--- src/rtl/decoder_3x8_pkg.sv ---
// Shared types and helpers for the registered 3-to-8 pulse decoder.
package decoder_3x8_pkg;

    localparam int NUM_OUT = 8;
    localparam int CODE_W  = 3;

    typedef enum logic [1:0] {
        IDLE   = 2'd0,
        ACTIVE = 2'd1,
        GAP    = 2'd2
    } state_t;

    function automatic logic [NUM_OUT-1:0] onehot_of(input logic [CODE_W-1:0] code);
        onehot_of = {{(NUM_OUT-1){1'b0}}, 1'b1} << code;
    endfunction

endpackage

--- src/rtl/decoder_hold_cnt.sv ---
// Loadable down-counter that times the active phase of a decoded pulse.
module decoder_hold_cnt #(
    parameter int HOLD_W = 4
) (
    input  logic              clk,
    input  logic              rst,
    input  logic              load,
    input  logic [HOLD_W-1:0] load_val,
    input  logic              dec,
    output logic              zero
);

    logic [HOLD_W-1:0] cnt_q;
    logic [HOLD_W-1:0] cnt_d;

    always_comb begin
        cnt_d = cnt_q;
        if (load) begin
            cnt_d = load_val;
        end else if (dec && (cnt_q != '0)) begin
            cnt_d = cnt_q - {{(HOLD_W-1){1'b0}}, 1'b1};
        end
    end

    always_ff @(posedge clk or posedge rst) begin
        if (rst) begin
            cnt_q <= '0;
        end else begin
            cnt_q <= cnt_d;
        end
    end

    assign zero = (cnt_q == '0);

endmodule

--- src/rtl/decoder_3x8_pulse.sv ---
// Registered 3-to-8 one-hot decoder with valid/ready intake, programmable hold and a forced gap cycle.
// Optional parity check on the incoming code is enabled by defining DECODER_3X8_PARITY_EN.
//
// state  | meaning
// IDLE   | in_ready high, waiting for a handshake
// ACTIVE | one select line driven, hold counter running
// GAP    | all selects low for one cycle (break-before-make)
module decoder_3x8_pulse
    import decoder_3x8_pkg::*;
#(
    parameter int HOLD_W = 4
) (
    input  logic               clk,
    input  logic               rst,
    input  logic               in_valid,
    output logic               in_ready,
    input  logic [CODE_W-1:0]  in_code,
    input  logic [HOLD_W-1:0]  in_hold,
`ifdef DECODER_3X8_PARITY_EN
    input  logic               in_par,
    output logic               err,
`endif
    output logic [NUM_OUT-1:0] out_onehot,
    output logic               out_valid,
    output logic               busy
);

    state_t             state_q, state_d;
    logic [NUM_OUT-1:0] onehot_q, onehot_d;
    logic               in_ready_q, in_ready_d;
    logic               busy_q, busy_d;
    logic               hs;
    logic               par_bad;
    logic               cnt_load;
    logic               cnt_dec;
    logic               cnt_zero;
    logic [HOLD_W-1:0]  hold_eff;
    logic [HOLD_W-1:0]  cnt_load_val;

    assign hs = in_valid & in_ready_q;

`ifdef DECODER_3X8_PARITY_EN
    logic err_q, err_d;
    assign par_bad = ^{in_code, in_par};
    assign err     = err_q;
`else
    assign par_bad = 1'b0;
`endif

    // A zero hold request is stretched to one cycle; the counter holds H-1.
    assign hold_eff     = (in_hold == '0) ? {{(HOLD_W-1){1'b0}}, 1'b1} : in_hold;
    assign cnt_load_val = hold_eff - {{(HOLD_W-1){1'b0}}, 1'b1};

    decoder_hold_cnt #(
        .HOLD_W(HOLD_W)
    ) u_hold_cnt (
        .clk      (clk),
        .rst      (rst),
        .load     (cnt_load),
        .load_val (cnt_load_val),
        .dec      (cnt_dec),
        .zero     (cnt_zero)
    );

    always_ff @(posedge clk or posedge rst) begin
        if (rst) begin
            state_q    <= IDLE;
            onehot_q   <= '0;
            in_ready_q <= 1'b0;
            busy_q     <= 1'b0;
`ifdef DECODER_3X8_PARITY_EN
            err_q      <= 1'b0;
`endif
        end else begin
            state_q    <= state_d;
            onehot_q   <= onehot_d;
            in_ready_q <= in_ready_d;
            busy_q     <= busy_d;
`ifdef DECODER_3X8_PARITY_EN
            err_q      <= err_d;
`endif
        end
    end

    always_comb begin
        state_d = state_q;
        case (state_q)
            IDLE:    if (hs && !par_bad) state_d = ACTIVE;
            ACTIVE:  if (cnt_zero) state_d = GAP;
            GAP:     state_d = IDLE;
            default: state_d = IDLE;
        endcase
    end

    always_comb begin
        onehot_d   = onehot_q;
        cnt_load   = 1'b0;
        cnt_dec    = 1'b0;
        // A rejected handshake keeps us in IDLE but still drops ready for one cycle.
        in_ready_d = (state_d == IDLE) && !hs;
        busy_d     = (state_d != IDLE);
`ifdef DECODER_3X8_PARITY_EN
        err_d      = err_q | (hs & par_bad);
`endif
        case (state_q)
            IDLE: begin
                if (hs && !par_bad) begin
                    onehot_d = onehot_of(in_code);
                    cnt_load = 1'b1;
                end
            end
            ACTIVE: begin
                if (cnt_zero) begin
                    onehot_d = '0;
                end else begin
                    cnt_dec = 1'b1;
                end
            end
            default: onehot_d = '0;
        endcase
    end

    assign out_onehot = onehot_q;
    assign out_valid  = |onehot_q;
    assign in_ready   = in_ready_q;
    assign busy       = busy_q;

endmodule

--- config.mk ---
export PLATFORM = sky130hd
export DESIGN_NAME = decoder_3x8_pulse
export DESIGN_NICKNAME = d
export VERILOG_FILES = /design/src/rtl/decoder_3x8_pkg.sv /design/src/rtl/decoder_hold_cnt.sv /design/src/rtl/decoder_3x8_pulse.sv
export SDC_FILE = /design/constraint.sdc
export NUM_CORES = 1
export LEC_CHECK = 0
export BUFFER_PORTS_ARGS = -buffer_cell sky130_fd_sc_hd__buf_2
export CAP_MARGIN = 20
export CORE_ASPECT_RATIO = 0.75
export CORE_MARGIN = 5
export CORE_UTILIZATION = 40
export CTS_CLUSTER_SIZE = 8
export DETAILED_ROUTE_END_ITERATION = 10
export SLEW_MARGIN = 15
export SYNTH_ARGS = -nofsm -noshare
export SYNTH_HDL_FRONTEND = slang
export SYNTH_HIERARCHICAL = 1
export SYNTH_SLANG_ARGS = --single-unit
--- constraint.sdc ---
create_clock -name clk -period 5.85 [get_ports clk]
set_input_delay 0.8775 -clock clk [delete_from_list [all_inputs] [get_ports clk]]
set_output_delay 0.8775 -clock clk [all_outputs]
set_load 0.03 [all_outputs]
==> summary.md <==
| Metric | Value |
|---|---|
| CP Launch Type | `register` |
| Initial antenna violation count | `0` |
| CP Data Arrival Time | `roughly 2.3 ns` |
| Die footprint | `0.00314 mm^2` |
| Final setup viols | `0` |
| TritonCTS clock tree | `done` |
| CP Capture Type | `register` |
| Status | `finished, final reports clean` |
| Die X-Extent | `63.0 um` |
| Vias/cell | `between 5 and 6` |
| First-pass GRT wire length | `~2900 um` |
| Share of cells above drive strength 1 | `28.2%` |
| Core Rows | `14` |
| Slew @ Worst Pin | `roughly 0.46 ns` |
| DRT Pass-1 Iters | `4` |
| Synth Net Count | `94` |
| GRT Total Usage | `12.0%` |
| Max-cap violations | `0` |
| Final Hold Vio Count | `0` |
| Post-DRT Antenna Nets | `0` |
| Final net count | `117` |
| Syn Inst Count | `82` |
| YS warnings | `6` |
| Fillers | `about 200` |
| Total chip power | `548 uW` |
| Clk buf depth | `2` |
| Grt ovf | `0` |
| Slew HR | `roughly 70%` |
| Post-synth top cells | `dfrtp_1, inv_1, nand2_1` |
| Final Cycle Share | `36.6%` |
| Setup bufs post-CTS | `0` |
| Slew Viols, Final | `0` |
| Power Density | `559 mW/mm^2` |
| Synth top area share | `between 40% and 50%` |
| DR WL/cell | `13.1 um` |
| Routed WL | `1660 um` |
| CP Max Fanout | `7` |
| CTS sink count | `16` |
| GPL Wtd Cong | `0.727` |
| Non-Filler Instances | `127` |
| Clock root buffer | `clkbuf_4` |
| DRC viols | `0` |
| #FFs+latches synth | `16` |
| Distinct cell type count after synthesis | `34` |
| Crit path required time | `roughly 6.0 ns` |
| Most common cell in the synthesized netlist | `dfrtp_1` |
| Number of flops mapped to enable cells by yosys | `0` |
| Min Hold Slack | `0.480 ns` |
| Drt initial violations | `36` |
| F_max | `0.466 GHz` |
| Die height | `49.8 um` |
| Post-CTS Resized | `0` |
| Syn avg cell area | `10.3 um^2` |
| Ports | `21` |
| Dpl cells | `124` |
| Worst-Skew Late Latency | `0.28 ns` |
| Setup_tns | `0 ns` |
| Final min period | `~2.1 ns` |
| Ant diodes | `0` |
| Post-synthesis sequential area ratio | `a little under half` |
| Ys async rst share | `100%` |
| Clock Skew | `0.00354 ns` |
| Starting Density | `41.9%` |
| Synth-to-Final Area Change | `16.3%` |
| Worst Hold Class | `primary input to async pin` |
| Via count | `between 600 and 700` |
| Pin count of the biggest net entering global routing | `13` |
| Peak supply drop | `a little under 0.0004 V` |
| PortBufs | `20` |
| Reg clk slew, reported paths | `0.09 ns` |
| Vias in the first global route | `around 650` |
| Top cells by area, synth | `dfrtp_1, a22o_1, inv_1` |
| Setup CP Type | `register to register` |
| Pre-CTS WS | `approximately 3.6 ns` |
| Post-CTS Hold Fix Bufs | `0` |
| RSZ-0062 raised after global routing | `no` |
| Synthesized area | `~840 um^2` |
| CTS buffer count | `3` |
| Post-DP HPWL | `1350 um` |
| Leakage | `0.514 nW` |
| Primary FF master, synth | `dfrtp_1` |
| Top cell type by total area after synthesis | `dfrtp_1` |
| Final WS setup | `3.71 ns` |
| Core area | `0.00201 mm^2` |
| H-tree levels | `1` |
## kinds of logic (layout without fill, tap and decap cells)
| group | Yosys count | in the layout | share of synthesized area, % |
|---|---|---|---|
| buffers and inverters | 11 | 32 | 5.79 |
| XOR/XNOR | 1 | 1 | 1.04 |
| AO/OA/AOI/OAI | 19 | 19 | 16.6 |
| adder cells (fa/ha/maj) | 2 | 2 | 2.97 |
| AND/OR/NAND/NOR | 33 | 33 | 26.1 |
| flip-flops | 16 | 16 | 47.5 |
## power breakdown
| part | internal (mW) | switching (mW) | total, mW | leakage [nW] |
|---|---|---|---|---|
| Clock | 0.0239 | 0.0316 | 0.0555 | 0.0138 |
| Combinational | 0.115 | 0.181 | 0.295 | 0.292 |
| Sequential | 0.156 | 0.0409 | 0.197 | 0.208 |
## registers in the layout, summed over array words and instances (netlist names)
name,flops
busy,1
in_ready,1
out_onehot,8
state_q,2
u_hold_cnt/cnt_q,4
## stage by stage
stage / util [%] / cell area (um^2)
after floorplan: - / 843
after global placement: 47.6 / 958
after detailed placement: 47.6 / 958
after CTS: 48.7 / 981
after global routing: 48.7 / 981
final: 48.7 / 981
## path summary, 6_finish.rpt
check	cells past startpoint	slack [ns]	startpoint	to
worst max register to register	8	3.71	u_hold_cnt/cnt_q[0]	u_hold_cnt/cnt_q[3]
worst max-delay path	8	3.71	u_hold_cnt/cnt_q[0]	u_hold_cnt/cnt_q[3]
worst min-delay path	2	0.48	rst	u_hold_cnt/cnt_q[1]
worst min register to register	1	0.52	out_onehot[7]	out_onehot[7]
min in group clk	1	0.52	out_onehot[7]	out_onehot[7]
max in group asynchronous	2	4.94	rst	out_onehot[7]
## routing by layer
metal,track usage (%),up-vias,share of wire [%]
met2,17.1,13,43
met1,16.3,322,50
met3,6.14,0,6.9
met4,2.12,0,0
li1,-,338,-
met5,0,-,0
## final cells by class
class	instances	area (um^2)	area share [%]
Tap cell	24	30.0	3.06
Multi-Input combinational cell	55	394	40.2
Inverter	9	33.8	3.44
Sequential cell	16	400	40.8
Clock buffer	3	22.5	2.30
Timing Repair Buffer	20	100	10.2
## cells in the final DEF (no fill, tap or decap), drive strengths merged
cell type	netlist	routed
or4	1	1
nor4b	1	1
nand3b	1	1
a32o	2	2
or3	1	1
a21oi	4	4
nor2	4	4
o41ai	1	1
or2b	1	1
o21ai	4	4
a221o	1	1
or3b	1	1
nor3b	2	2
ha	2	2
and2	2	2
nand2b	2	2
nor3	3	3
a31o	1	1
nand3	2	2
o31a	2	2
nor4	2	2
and4b	1	1
inv	9	9
and2b	1	1
clkbuf	1	3
a22o	4	4
dfrtp	16	16
nor2b	1	1
and3	1	1
buf	1	20
xor2	1	1
nand2	6	6
## critical path, cell delays in order (launching register included)
cell,delay (ns)
dfrtp_1,0.37
inv_1,0.08
ha_1,0.23
or3b_4,0.27
inv_1,0.07
nor2_1,0.32
nor4b_2,0.34
nor3b_1,0.09
a221o_1,0.26
(Power assumes the default switching activity.)
